File: src/rtl/alu_seq.sv
// alu_seq: valid/ready ALU; AND/OR/XOR/ADD/SUB in one cycle, MUL/DIV iterate over WIDTH cycles.
// Define ALU_ACCUM_EN to add the acc_sel_i port and a WIDTH-bit accumulator usable as operand A.
module alu_seq #(
  parameter int WIDTH = 8
) (
  input  logic               clk,
  input  logic               rst_n,
  input  logic               in_valid_i,
  output logic               in_ready_o,
  input  logic [2:0]         op_i,
  input  logic [WIDTH-1:0]   a_i,
  input  logic [WIDTH-1:0]   b_i,
`ifdef ALU_ACCUM_EN
  input  logic               acc_sel_i,
`endif
  output logic               out_valid_o,
  input  logic               out_ready_i,
  output logic [2*WIDTH-1:0] result_o,
  output logic               flag_zero_o,
  output logic               flag_carry_o,
  output logic               flag_dz_o
);

  // state | meaning
  // IDLE  | waiting for an operation, in_ready_o high
  // BUSY  | MUL/DIV iterating, one step per cycle
  // DONE  | result and flags held until consumed
  localparam logic [1:0] ST_IDLE = 2'd0;
  localparam logic [1:0] ST_BUSY = 2'd1;
  localparam logic [1:0] ST_DONE = 2'd2;

  localparam logic [2:0] OP_AND = 3'b000;
  localparam logic [2:0] OP_OR  = 3'b001;
  localparam logic [2:0] OP_ADD = 3'b010;
  localparam logic [2:0] OP_SUB = 3'b011;
  localparam logic [2:0] OP_MUL = 3'b100;
  localparam logic [2:0] OP_DIV = 3'b101;
  localparam logic [2:0] OP_XOR = 3'b110;

  localparam int RW = 2 * WIDTH;
  localparam int CW = (WIDTH > 2) ? $clog2(WIDTH) : 1;
  localparam logic [CW-1:0] CNT_LAST = CW'(WIDTH - 1);

  logic [1:0]       state_q, state_d;
  logic             is_div_q, is_div_d;
  logic [WIDTH-1:0] opa_q, opa_d;
  logic [WIDTH-1:0] opb_q, opb_d;
  logic [CW-1:0]    cnt_q, cnt_d;
  logic [RW-1:0]    work_q, work_d;
  logic [RW-1:0]    result_q, result_d;
  logic             zero_q, zero_d;
  logic             carry_q, carry_d;
  logic             dz_q, dz_d;

  logic             accept;
  logic [WIDTH-1:0] opa_in;
  logic [WIDTH:0]   add_sum;
  logic [WIDTH-1:0] sub_diff;
  logic [RW-1:0]    single_res;
  logic             single_carry;

  logic [WIDTH:0]   mul_sum;
  logic [RW-1:0]    mul_step;
  logic [WIDTH:0]   div_rem_sh;
  logic [WIDTH-1:0] div_diff;
  logic             div_fits;
  logic [WIDTH-1:0] div_rem_new;
  logic [RW-1:0]    div_step;
  logic [RW-1:0]    work_step;

`ifdef ALU_ACCUM_EN
  logic [WIDTH-1:0] acc_q, acc_d;
  assign opa_in = acc_sel_i ? acc_q : a_i;
`else
  assign opa_in = a_i;
`endif

  assign accept   = in_valid_i && (state_q == ST_IDLE);
  assign add_sum  = {1'b0, opa_in} + {1'b0, b_i};
  assign sub_diff = opa_in - b_i;

  always_comb begin
    single_res   = '0;
    single_carry = 1'b0;
    case (op_i)
      OP_AND: single_res[WIDTH-1:0] = opa_in & b_i;
      OP_OR:  single_res[WIDTH-1:0] = opa_in | b_i;
      OP_XOR: single_res[WIDTH-1:0] = opa_in ^ b_i;
      OP_ADD: begin
        single_res[WIDTH:0] = add_sum;
        single_carry        = add_sum[WIDTH];
      end
      OP_SUB: begin
        single_res[WIDTH-1:0] = sub_diff;
        single_carry          = (opa_in < b_i);
      end
      default: ;
    endcase
  end

  // MUL: work = {partial product, remaining multiplier bits}, shifted right each step.
  assign mul_sum  = {1'b0, work_q[RW-1:WIDTH]} + (work_q[0] ? {1'b0, opa_q} : '0);
  assign mul_step = {mul_sum, work_q[WIDTH-1:1]};

  // DIV: work = {remainder, dividend/quotient}, shifted left; B=0 naturally yields q=all ones, r=A.
  assign div_rem_sh  = work_q[RW-1:WIDTH-1];
  assign div_fits    = (div_rem_sh >= {1'b0, opb_q});
  assign div_diff    = div_rem_sh[WIDTH-1:0] - opb_q;
  assign div_rem_new = div_fits ? div_diff : div_rem_sh[WIDTH-1:0];
  assign div_step    = {div_rem_new, work_q[WIDTH-2:0], div_fits};

  assign work_step = is_div_q ? div_step : mul_step;

  always_comb begin
    state_d  = state_q;
    is_div_d = is_div_q;
    opa_d    = opa_q;
    opb_d    = opb_q;
    cnt_d    = cnt_q;
    work_d   = work_q;
    result_d = result_q;
    zero_d   = zero_q;
    carry_d  = carry_q;
    dz_d     = dz_q;
`ifdef ALU_ACCUM_EN
    acc_d    = acc_q;
`endif
    case (state_q)
      ST_IDLE: begin
        if (accept) begin
          opa_d = opa_in;
          opb_d = b_i;
          cnt_d = '0;
          if (op_i == OP_MUL) begin
            is_div_d = 1'b0;
            work_d   = {{WIDTH{1'b0}}, b_i};
            state_d  = ST_BUSY;
          end else if (op_i == OP_DIV) begin
            is_div_d = 1'b1;
            work_d   = {{WIDTH{1'b0}}, opa_in};
            state_d  = ST_BUSY;
          end else begin
            result_d = single_res;
            zero_d   = (single_res == '0);
            carry_d  = single_carry;
            dz_d     = 1'b0;
            state_d  = ST_DONE;
          end
        end
      end
      ST_BUSY: begin
        work_d = work_step;
        cnt_d  = cnt_q + CW'(1);
        if (cnt_q == CNT_LAST) begin
          result_d = work_step;
          zero_d   = (work_step == '0);
          carry_d  = is_div_q ? 1'b0 : (work_step[RW-1:WIDTH] != '0);
          dz_d     = is_div_q && (opb_q == '0);
          state_d  = ST_DONE;
        end
      end
      ST_DONE: begin
        if (out_ready_i) begin
          state_d = ST_IDLE;
`ifdef ALU_ACCUM_EN
          acc_d   = result_q[WIDTH-1:0];
`endif
        end
      end
      default: state_d = ST_IDLE;
    endcase
  end

  always_ff @(posedge clk or negedge rst_n) begin
    if (!rst_n) begin
      state_q  <= ST_IDLE;
      is_div_q <= 1'b0;
      opa_q    <= '0;
      opb_q    <= '0;
      cnt_q    <= '0;
      work_q   <= '0;
      result_q <= '0;
      zero_q   <= 1'b0;
      carry_q  <= 1'b0;
      dz_q     <= 1'b0;
`ifdef ALU_ACCUM_EN
      acc_q    <= '0;
`endif
    end else begin
      state_q  <= state_d;
      is_div_q <= is_div_d;
      opa_q    <= opa_d;
      opb_q    <= opb_d;
      cnt_q    <= cnt_d;
      work_q   <= work_d;
      result_q <= result_d;
      zero_q   <= zero_d;
      carry_q  <= carry_d;
      dz_q     <= dz_d;
`ifdef ALU_ACCUM_EN
      acc_q    <= acc_d;
`endif
    end
  end

  assign in_ready_o   = (state_q == ST_IDLE);
  assign out_valid_o  = (state_q == ST_DONE);
  assign result_o     = result_q;
  assign flag_zero_o  = zero_q;
  assign flag_carry_o = carry_q;
  assign flag_dz_o    = dz_q;

endmodule

File: config.mk
export PLATFORM = sky130hd
export DESIGN_NAME = alu_seq
export DESIGN_NICKNAME = d
export VERILOG_FILES = /design/src/rtl/alu_seq.sv
export SDC_FILE = /design/constraint.sdc
export NUM_CORES = 1
export LEC_CHECK = 0
export ABC_AREA = 0
export CAP_MARGIN = 20
export CORE_ASPECT_RATIO = 0.9
export CORE_MARGIN = 2
export CORE_UTILIZATION = 50
export DETAILED_ROUTE_END_ITERATION = 8
export PLACE_DENSITY_LB_ADDON = 0.2
export SETUP_SLACK_MARGIN = 0.15
export SYNTH_ARGS = -nofsm -noshare
export SYNTH_HDL_FRONTEND = slang
export SYNTH_SLANG_ARGS = --single-unit
File: constraint.sdc
create_clock -name clk -period 5.1 [get_ports clk]
set_input_delay 0.765 -clock clk [delete_from_list [all_inputs] [get_ports clk]]
set_output_delay 0.765 -clock clk [all_outputs]
set_load 0.02 [all_outputs]
# == Word-level counts from Yosys, hierarchy flattened ==
# Index checks and enable logic that the tools add are counted.
# classes
n_eq_ne,15
n_reduce_logical,16
n_addsub,5
mux,41
bitwise_logic,3
order_cmp,2
# op_table
cell,count
16-bit two-way mux,8
16-bit one-hot mux with 2 select lines,2
8-bit one-hot mux with 5 select lines,1
16-bit zero test,2
8-bit by 8-bit adder with 9-bit output,2
1-bit two-way mux,16
8-bit two-way mux,2
8-bit subtractor,2
3-bit == test (second input constant),4
2-bit two-way mux,5
9-bit by 8-bit greater-or-equal comparator with 1-bit output,1
3-bit AND reduction,3
8-bit AND,1
8-bit zero test,1
8-bit less-than comparator,1
8-bit OR,1
1-bit one-hot mux with 2 select lines,4
8-bit nonzero test,1
8-bit bitwise XOR,1
3-bit by 2-bit == test with 1-bit output (second input constant),2
2-bit != test (second input constant),3
2-bit one-hot mux with 3 select lines,1
3-bit one-hot mux with 2 select lines,1
5-bit AND reduction,1
12 further kinds,16
# word_totals
output_inout_bits,21
input_bits,23
word_cells,92
ff_bits,57

# == Depth between registers and ports, before layout ==
# logic_depth
depth_word,7
ltp_mapped,12
ltp_nobuf,12

# == Least setup slack after synthesis ==
# No wires, ideal clock.
# synth_path
path_type,register to register
from,register work_q[0]
to,register zero_q (netlist: flag_zero_o)
setup_time_ps,82
t_arrival_ps,2908
path_buffers,0
slack_ps,2110
period_less_slack_ps,2990
path_stages_with_launch,12
required_ps,5018
cell_sequence,dfrtp_1 and2_1 ha_1 fa_1 a211oi_2 nor2_1 or4_1 a31o_1 or3_1 a221oi_2 nand4_1 a31oi_1
# synth_via
elab_chain_cells,6
# synth_lines
item,line,rtl
start: declaration,49,"logic [RW-1:0] work_q, work_d;"
start signal: assignment,195,work_q <= work_d;
8-bit two-way mux,102,"assign mul_sum = {1'b0, work_q[RW-1:WIDTH]} + (work_q[0] ? {1'b0, opa_q} : '0);"
8-bit by 8-bit adder with 9-bit output,102,
16-bit two-way mux (*),112,assign work_step = is_div_q ? div_step : mul_step;
16-bit zero test (*),156,zero_d = (work_step == '0);
1-bit two-way mux (*),154,if (cnt_q == CNT_LAST) begin
1-bit one-hot mux with 2 select lines (*),128,case (state_q)
end signal: assignment,197,zero_q <= zero_d;
end: declaration,51,"logic zero_q, zero_d;"
# Every way passes the cells marked *; elsewhere a longest branch is shown, timed or not. The select of a mux whose other input is x is not followed.
# A chain may end at the register's enable or synchronous reset.

# == Worst setup path in the final report ==
# layout_path
from,input port b_i[0]
to,register zero_q (netlist: flag_zero_o)
# layout_via
elab_chain_cells,7
word_cells_on_any_way,12
classes_between,add/sub (2); mux (6); bitwise (3); reduce/logical (1)
# layout_lines
item,line,rtl
start: declaration,12,"input logic [WIDTH-1:0] b_i,"
"8-bit subtractor, or another cell as far along",80,assign sub_diff = opa_in - b_i;
8-bit one-hot mux with 5 select lines or 1-bit two-way mux (tied branches),85,case (op_i)
16-bit zero test (*),144,zero_d = (single_res == '0);
1-bit two-way mux (*),138,end else if (op_i == OP_DIV) begin
1-bit two-way mux (*),134,if (op_i == OP_MUL) begin
1-bit two-way mux (*),130,if (accept) begin
1-bit one-hot mux with 2 select lines (*),128,
# Marks and branches as above.

==> metrics <==
summed instance area of the synthesized netlist=4560 µm²; synthesized area per cell=8.30 µm²; signed area change from the synthesized netlist to the final layout=16.3%; cell repeated most along the worst path=sky130_fd_sc_hd__a31oi_1; Layout Skew=0.00915 ns; Finish-stage setup viols=0; RSZ-0062 raised after global routing=false; cell types occupying the most area after synthesis=sky130_fd_sc_hd__dfrtp_1 (31%), sky130_fd_sc_hd__ha_1 (12%), sky130_fd_sc_hd__nand2_1 (6.3%); min Tclk post-route=3.47 ns; CP endpoint kind=flip-flop; synth unique cells=66; # DRC=0; CTS tree=done; Critical Path Source Type=primary input; Remaining Overflow, GRT=0; Mapped Nets=618; floorplan row count=33; reg2reg end=flag_zero_o$_DFFE_PN0P_; Initial Util=50.6%; library cell with the highest instance count after synthesis=sky130_fd_sc_hd__nand2_1; Die Span Y=94.6 µm; slew margin rel.=51.6%; worst hold-check path type=flip-flop to flip-flop; outcome=finished, final reports clean; fmax=0.288 GHz; pin slew with the least headroom to its limit=0.726 ns; delay of the slowest cell on the worst path=0.58 ns; Post-synth ARST share=100%; Max stage delay cell, worst path=sky130_fd_sc_hd__or4_1; Peak supply drop=0.246 mV; Main synth FF type=sky130_fd_sc_hd__dfrtp_1; routed wirelength normalized by instance count=17.8 µm; count of hold-fix buffers inserted at cts=0; initial antenna violation count=0; wire length reported by the detailed router=12600 µm; Max Cap Violations=0; DRC marker count from the first detailed-route iteration=264; post-route setup TNS=0 ns; port bufs=43; Final Max Slew Viols=0; WP data arrival=3.67 ns; power consumption=0.00309 W; critical path depth in cells=12; synthesis-stage register bit count=57; Max clock buf depth=2; logic depth of the worst register-to-register path=11; CTS H-tree lvls=3; gate count after technology mapping=549; Antenna Violating Nets Remaining=0; post-synthesis sequential area ratio=31.3%; clock buffers created by TritonCTS=9; first-pass iteration count of the detailed router=5; buffers inserted during post-CTS setup optimization=0; register clock-pin slew on the reported worst setup and hold paths=0.07 ns; first-pass GRT wire length=20200 µm; commonest cells in the synthesized netlist=sky130_fd_sc_hd__nand2_1 (77), sky130_fd_sc_hd__dfrtp_1 (57), sky130_fd_sc_hd__o21ai_0 (45); post-DR vias/cell=5.99; number of global-route vias before repair=3900; final cycle utilization of the critical path=68.0%; clock root buffer master=sky130_fd_sc_hd__clkbuf_8; number of gates resized after CTS=0; overall die area=9900 µm²; antenna fix cells=0; critical path start-end classification=primary input to flip-flop; Filler Cell Count=860; maximum fanout count along the critical path=4; NumNets Final=649; worst setup slack for register-to-register paths=1.70 ns; width of the chip=105 µm; sum of buffers and inverters on the critical path=2; fraction of layout instances using a drive strength above 1=6.16%; Pleak=2.42 nW; Syn. warnings=0; number of placed I/O pins=44; total number of vias=4231; placer's final routability congestion estimate=0.931; Data required, critical path=5.30 ns; cell breakdown of the critical path=clkdlybuf4s50_1 -> ha_1 -> inv_1 -> fa_1 -> nand2b_1 -> a22oi_1 -> a31oi_1 -> or4_1 -> and4_1 -> and2_1 -> nand4_1 -> a31oi_1; endpoints failing hold=0; count of flip-flops with a built-in enable after synthesis=0; HPWL Detailed=9550 µm; launching element of the worst setup path=b_i[0]; pin count of the biggest net entering global routing=58; Skew-Pair Late Insertion Delay=0.35 ns; RR Startpoint=work_q[0]$_DFFE_PN0P_; clock sink total=57; last element of the critical path=flag_zero_o$_DFFE_PN0P_; GRT Resource Usage Total=26.2%; core footprint=9000 µm²; Power Density=583 nW/µm²; CP top delay family=simple AND/OR/NAND/NOR gates; cell type with the highest aggregate area in the netlist=sky130_fd_sc_hd__dfrtp_1; area fraction of the dominant cell type after synthesis=31.3%; final design utilization=58.9%
## report_power, final
group	switching [W]	internal (W)
Combinational	0.00106	0.000736
Clock	0.000192	0.000300
Sequential	0.000161	0.000645
## layer usage
| metal | wire [µm] | track usage, % | part of all wire (%) | vias up |
|---|---|---|---|---|
| li1 | - | - | - | 2037 |
| met1 | 5810 | 35.3 | 46 | 2015 |
| met2 | 5680 | 42.3 | 45 | 150 |
| met3 | 693 | 4.55 | 5.5 | 29 |
| met4 | 409 | 10.4 | 3.2 | 0 |
| met5 | 0 | 0 | 0 | - |
## cells in the final DEF (no fill, tap or decap), types with 5 or more instances in the layout
cell type	Yosys	final
sky130_fd_sc_hd__o21ai_0	45	45
sky130_fd_sc_hd__ha_1	42	42
sky130_fd_sc_hd__clkdlybuf4s50_1	0	42
sky130_fd_sc_hd__a211oi_1	20	20
sky130_fd_sc_hd__a22oi_1	8	8
sky130_fd_sc_hd__buf_4	0	6
sky130_fd_sc_hd__dfrtp_1	57	57
sky130_fd_sc_hd__o21bai_1	5	5
sky130_fd_sc_hd__nand4_1	5	5
sky130_fd_sc_hd__mux2i_1	5	5
sky130_fd_sc_hd__a311oi_1	7	7
sky130_fd_sc_hd__nor2_1	33	33
sky130_fd_sc_hd__nor2b_1	10	10
sky130_fd_sc_hd__nand2b_1	9	9
sky130_fd_sc_hd__a21oi_1	25	24
sky130_fd_sc_hd__nor3_1	7	7
sky130_fd_sc_hd__nand2_1	77	77
sky130_fd_sc_hd__inv_1	32	32
sky130_fd_sc_hd__nand3_1	8	8
sky130_fd_sc_hd__clkbuf_8	0	11
sky130_fd_sc_hd__o31ai_1	5	5
sky130_fd_sc_hd__a31oi_1	5	5
sky130_fd_sc_hd__xnor2_1	7	7
sky130_fd_sc_hd__xor2_1	5	5
sky130_fd_sc_hd__a21o_1	14	14
sky130_fd_sc_hd__and2_1	13	13
## layout make-up
cell class                 count  area (µm²)  share of cell area, %
clock buffer                  11         151                   2.86
clock inverter                 4        76.3                   1.44
inverter                      33         124                   2.34
multi-input combinational    430        2900                   54.7
sequential                    57        1430                   26.9
tap                          122         153                   2.88
timing repair buffer          49         470                   8.87
## through the flow
stage	std cells	worst slack, ns	area [µm²]	hold WS (ns)
after floorplan	549	2.11	4560	0.442
after global routing	706	1.38	5300	0.503
after CTS	706	1.70	5300	0.481
after global placement	691	1.42	5070	0.450
after detailed placement	691	1.34	5070	0.465
final	706	1.63	5300	0.474
## worst min path at each step
stage / from / end / slack, ns / cells past startpoint
final: result_o[11]$_DFFE_PN0P_ / result_o[11]$_DFFE_PN0P_ / 0.47 / 2
after global routing: result_o[15]$_DFFE_PN0P_ / result_o[15]$_DFFE_PN0P_ / 0.50 / 2
after CTS: result_o[11]$_DFFE_PN0P_ / result_o[11]$_DFFE_PN0P_ / 0.48 / 2
after detailed placement: result_o[11]$_DFFE_PN0P_ / result_o[11]$_DFFE_PN0P_ / 0.46 / 2
after global placement: result_o[11]$_DFFE_PN0P_ / result_o[11]$_DFFE_PN0P_ / 0.45 / 2
after floorplan: opa_q[7]$_DFFE_PN0P_ / opa_q[7]$_DFFE_PN0P_ / 0.44 / 2
## tightest hold or removal path, cell delays in order (launching register included)
cell	delay (ns)
sky130_fd_sc_hd__dfrtp_1	0.34
sky130_fd_sc_hd__nand2_1	0.05
sky130_fd_sc_hd__nand2_1	0.05
## sequential cells by signal (all words and copies together) (netlist names)
signal	count
cnt_q	3
flag_dz_o	1
work_q	16
opb_q	8
flag_zero_o	1
result_o	16
state_q	2
is_div_q	1
flag_carry_o	1
opa_q	8
## cells by family after synthesis
logic type               Yosys count  share of synthesized area [%]
adder cells (fa/ha/maj)           46                           13.3
buffers and inverters             62                           5.16
flip-flops                        57                           31.3
AO/OA/AOI/OAI                    179                           26.8
XOR/XNOR                          12                           2.31
AND/OR/NAND/NOR                  187                           19.8
multiplexers                       6                           1.35
Power figures use the tool's default switching activity.
